[config.mk]
export PLATFORM = sky130hd
export DESIGN_NAME = cordic_iter_ctrl
export DESIGN_NICKNAME = d
export VERILOG_FILES = /design/src/rtl/cordic_pkg.sv /design/src/rtl/cordic_iter_ctrl.sv
export SDC_FILE = /design/constraint.sdc
export NUM_CORES = 1
export LEC_CHECK = 0
export ABC_CLOCK_PERIOD_IN_PS = 1900
export BUFFER_PORTS_ARGS = -buffer_cell sky130_fd_sc_hd__buf_2
export CAP_MARGIN = 10
export CORE_MARGIN = 4
export CORE_UTILIZATION = 45
export DETAILED_ROUTE_END_ITERATION = 10
export PLACE_DENSITY_LB_ADDON = 0.08
export SYNTH_ARGS = -nofsm -noshare
export SYNTH_HDL_FRONTEND = slang
export SYNTH_SLANG_ARGS = --single-unit
[constraint.sdc]
create_clock -name clk -period 1.9 [get_ports clk]
set_input_delay 0.38 -clock clk [delete_from_list [all_inputs] [get_ports clk]]
set_output_delay 0.38 -clock clk [all_outputs]
set_load 0.03 [all_outputs]
[src/rtl/cordic_pkg.sv]
// Shared CORDIC definitions: controller state encoding and default iteration count.
package cordic_pkg;

    typedef enum logic [1:0] {
        CTRL_IDLE,
        CTRL_ITER,
        CTRL_CAPT
    } cordic_ctrl_state_e;

    localparam int CORDIC_N_ITER_DEF = 16;

endpackage

[src/rtl/cordic_iter_ctrl.sv]
// Iteration sequencer for the CORDIC datapath: accepts one job, steps the stage index,
// then parks the final x/y/z in a result register with valid/ready backpressure.
//
// state     | meaning
// CTRL_IDLE | waiting for a job; s_ready high unless flushing
// CTRL_ITER | datapath enabled, dp_iter = current micro-rotation index
// CTRL_CAPT | datapath frozen; waits until the result register is free, then loads it
module cordic_iter_ctrl
    import cordic_pkg::*;
#(
    parameter int XY_W    = 16,
    parameter int XYI     = 19,
    parameter int ANGLE_W = 32,
    parameter int N_ITER  = CORDIC_N_ITER_DEF,
    localparam int ITER_W = (N_ITER > 1) ? $clog2(N_ITER) : 1
) (
    input  logic               clk,
    input  logic               rst_n,
    input  logic               flush,
    input  logic               s_valid,
    output logic               s_ready,
    input  logic               s_mode,
    output logic               dp_ce,
    output logic               dp_load,
    output logic [ITER_W-1:0]  dp_iter,
    output logic               dp_mode,
    input  logic [XYI:0]       dp_x,
    input  logic [XYI:0]       dp_y,
    input  logic [ANGLE_W-1:0] dp_z,
    output logic               m_valid,
    input  logic               m_ready,
    output logic [XYI:0]       m_x,
    output logic [XYI:0]       m_y,
    output logic [ANGLE_W-1:0] m_z,
    output logic               busy
);

    localparam logic [ITER_W-1:0] LAST_CNT = ITER_W'(N_ITER - 1);

    // The shift amount must stay inside the internal x/y word.
    if (N_ITER < 1 || N_ITER > XYI || XYI + 1 < XY_W) begin : g_bad_param
        $error("cordic_iter_ctrl: illegal N_ITER/XYI/XY_W combination");
    end

    cordic_ctrl_state_e state_q, state_d;
    logic [ITER_W-1:0]  cnt_q, cnt_d;
    logic               capture;

    always_ff @(posedge clk or negedge rst_n) begin
        if (!rst_n) begin
            state_q <= CTRL_IDLE;
            cnt_q   <= '0;
        end else begin
            state_q <= state_d;
            cnt_q   <= cnt_d;
        end
    end

    always_comb begin
        state_d = state_q;
        cnt_d   = cnt_q;
        s_ready = 1'b0;
        dp_ce   = 1'b0;
        dp_load = 1'b0;
        dp_iter = '0;
        capture = 1'b0;
        case (state_q)
            CTRL_IDLE: begin
                s_ready = !flush;
                if (s_valid && !flush) begin
                    dp_load = 1'b1;
                    dp_ce   = 1'b1;
                    cnt_d   = '0;
                    state_d = CTRL_ITER;
                end
            end
            CTRL_ITER: begin
                dp_ce   = 1'b1;
                dp_iter = cnt_q;
                cnt_d   = cnt_q + ITER_W'(1);
                if (cnt_q == LAST_CNT) begin
                    cnt_d   = '0;
                    state_d = CTRL_CAPT;
                end
            end
            CTRL_CAPT: begin
                if (!m_valid || m_ready) begin
                    capture = 1'b1;
                    state_d = CTRL_IDLE;
                end
            end
            default: state_d = CTRL_IDLE;
        endcase
        // Abort wins over everything, including a capture or accept in the same cycle.
        if (flush) begin
            state_d = CTRL_IDLE;
            cnt_d   = '0;
            s_ready = 1'b0;
            dp_ce   = 1'b0;
            dp_load = 1'b0;
            capture = 1'b0;
        end
    end

    always_ff @(posedge clk or negedge rst_n) begin
        if (!rst_n) begin
            dp_mode <= 1'b0;
        end else if (dp_load) begin
            dp_mode <= s_mode;
        end
    end

    // Reload takes priority over consume so back-to-back results never drop a cycle.
    always_ff @(posedge clk or negedge rst_n) begin
        if (!rst_n) begin
            m_valid <= 1'b0;
            m_x     <= '0;
            m_y     <= '0;
            m_z     <= '0;
        end else if (flush) begin
            m_valid <= 1'b0;
        end else if (capture) begin
            m_valid <= 1'b1;
            m_x     <= dp_x;
            m_y     <= dp_y;
            m_z     <= dp_z;
        end else if (m_valid && m_ready) begin
            m_valid <= 1'b0;
        end
    end

    assign busy = (state_q != CTRL_IDLE) || m_valid;

    a_load_ce : assert property (@(posedge clk) disable iff (!rst_n)
        dp_load |-> dp_ce);
    a_mode_hold : assert property (@(posedge clk) disable iff (!rst_n)
        (state_q != CTRL_IDLE) |=> $stable(dp_mode));
    a_result_hold : assert property (@(posedge clk) disable iff (!rst_n)
        (m_valid && !m_ready) |=> $stable({m_x, m_y, m_z}));

endmodule

==> results.toml <==
[detailed_routing]
vias = 2186
drcViolationCount = 0
wire_per_inst_um = 15.0
drt.antenna.violating_nets = 0
routed_wl_um = 6970
drt_iter0_markers = 47
viasPerCell = 4.70
firstDrtPassIters = 4

[timing]
fin_worst_skew_ns = 0.00653
finalSetupViolations = 0
slew_headroom_pct = 75.6
tns_ns = 0
fin_crit_ns = 1.79
slew_viol_final = 0
finalHoldViolCount = 0
finalCritPeriodShare_pct = 94.3
tightest_slew_ns = 0.366
fmax_mhz = 558
rsz0062_at_grt = "no"

[logic_synthesis]
synth.area.mux_share_pct = 26.4
synthCells = 198
synth_edf_count = 0
yosys.area_share.adder_pct = 0.397
avgSynthCellArea_um2 = 15.9
ys_seq_area_share_pct = 63.5
synth.net_count = 277
ys.warnings.count = 0
ys_types = 28
synth-compound-area-share_pct = 1.63
synthesis.area_mm2 = 0.00315
async_flop_share_pct = 100
synth_flop_cell = "dfrtp_1"
synthSimpleGateAreaFrac_pct = 5.08
synth-xor-area-share_pct = 0
synth_seq_cells = 80
synth_top_family_by_area = "multiplexers"

[grt]
grtUsageTotal_pct = 17.4
grt_pass1_vias = 2425
grt_max_degree = 46
grt_pass1_wl_um = 11500
overflow = 0
antenna_found_initial = 0

[layout]
layout_commonest_cell = "buf_2"
finish.instance_area_mm2 = 0.00429
area_growth_syn_to_layout_pct = 36.1
multi_input_area_mm2 = 0.00106
final_nets = 443
seqCellArea_mm2 = 0.00200
final_cell_mix = "buf_2, dfrtp_1, mux2_2"
drive_above_1_share_pct = 68.6
diodes = 0
fill_cells = 565

[placement]
numPortBuffers = 159
dpl.hpwl_um = 5290
gp_congestion = 0.792
place_area_mm2 = 0.00405

[worst_setup_path]
crit_chain = "nor2b_2 > and2_1 > buf_2"
cpPeakStageDelay_ns = 0.46
ff2ff_path_depth = 4
crit_arrival_ns = 1.41
r2r_slack_ns = 0.39
crit_type = "reg2out"
critPathMaxFanout = 8
cp.depth = 3
required_ns = 1.52
r2r-start = "state_q[0]$_DFFE_PN0P_"
crit_slowest_cell = "dfrtp_2"
startpoint_type = "flop"
critPathBufInv = 1
crit_start = "state_q[0]$_DFFE_PN0P_"
worstReg2RegEnd = "m_z[24]$_DFFE_PN0P_"
crit_path_end = "dp_iter[1]"
crit_path_end_kind = "output pin"
cpLargestDelayFamily = "flip-flops"

[clocking]
clk_latency_ns = 0.33
cts_made_buffers = 9
root_buffer = "clkbuf_8"
clk_pin_slew_ns = 0.08
htree_levels = 3
cts_num_sinks = 80
clk_path_buf_depth = 2
cts_tree = "built"

[hold_path]
hold_class = "in2reg"

[pwr]
leakage_nw = 2.28
peakVddDrop_v = 0.000781
powerDensity_mw_per_mm2 = 1520

[floorplanning]
core-area_mm2 = 0.00679
rows = 30
ioPinCount = 160
start_util_pct = 46.4
dieArea_mm2 = 0.00840
die_h_um = 91.7
die_x_um = 91.7

[status]
outcome = "completed"

[flow_run]
cap_violations = 0
-- layer usage --
metal	vias to the layer above	wire, um	GRT usage [%]
li1	1022	-	-
met1	1056	2800	21.6
met2	94	3400	27.4
met3	14	624	6.07
met4	0	144	8.17
met5	-	0	0
-- cells by family (layout without fill, tap and decap cells) --
family	Yosys count	after routing
compound gates	9	9
fa+ha+maj	1	1
simple gates	24	24
flops	80	80
buf+inv	10	181
mux	74	74
-- area by class of cell --
cell class	instances	area share (%)
multi-input cells	108	24.8
inverters	1	0.0875
clock inverters	5	1.87
clock buffers	11	3.30
repair buffers	164	20.4
flip-flops and latches	80	46.7
well taps	96	2.80
-- repair_timing --
action,4_1_cts,5_1_grt
setup buffers,0,0
setup endpoints to repair,4,6
hold endpoints to repair,5,0
gates resized for setup,1,2
pin swaps,0,0
hold buffers,1,0
-- registers in the layout, indices dropped and copies added, names as in the netlist --
register / cells
m_z: 32
m_x: 20
m_y: 20
cnt_q: 4
state_q: 2
dp_mode: 1
m_valid: 1
-- Yosys cell counts (2+ instances only) --
cell / instances / share of area [%]
a21oi_1: 3 / 0.48
and2_1: 4 / 0.79
and3_1: 2 / 0.40
buf_6: 7 / 2.5
dfrtp_1: 80 / 64
mux2_1: 6 / 2.1
mux2_2: 67 / 24
nand2_1: 3 / 0.36
nand2b_1: 3 / 0.60
nor2_1: 2 / 0.24
nor2b_1: 2 / 0.40
o21ai_0: 3 / 0.48
-- through the flow --
step | total power (W) | hold slack, ns | setup WS, ns | util (%) | std cells
finish | 0.00650 | 0.254 | 0.109 | 63.1 | 465
global route | 0.00686 | 0.249 | 0.0137 | 63.1 | 465
floorplan | 0.00432 | 0.0844 | 0.132 | - | 198
global placement | 0.00515 | 0.202 | 0.319 | 59.7 | 448
detailed placement | 0.00521 | 0.202 | 0.279 | 59.7 | 448
CTS | 0.00660 | 0.231 | 0.000773 | 63.1 | 465
-- power by group --
part	internal, W	leakage (nW)	switching [W]
Combinational	0.000887	1.17	0.00169
Clock	0.000774	0.106	0.000583
Sequential	0.00228	1.00	0.000282
Total	0.00394	2.28	0.00256
-- worst min-delay path by stage --
stage,startpoint,endpoint,slack [ns],cells past startpoint
final,dp_z[26],m_z[26]$_DFFE_PN0P_,0.25,2
after global routing,dp_z[1],m_z[1]$_DFFE_PN0P_,0.25,2
after CTS,dp_z[26],m_z[26]$_DFFE_PN0P_,0.23,2
after detailed placement,rst_n,state_q[0]$_DFFE_PN0P_,0.20,1
after global placement,rst_n,state_q[0]$_DFFE_PN0P_,0.20,1
after floorplan,rst_n,cnt_q[0]$_DFFE_PN0P_,0.08,0
Power figures use the tool's default switching activity.
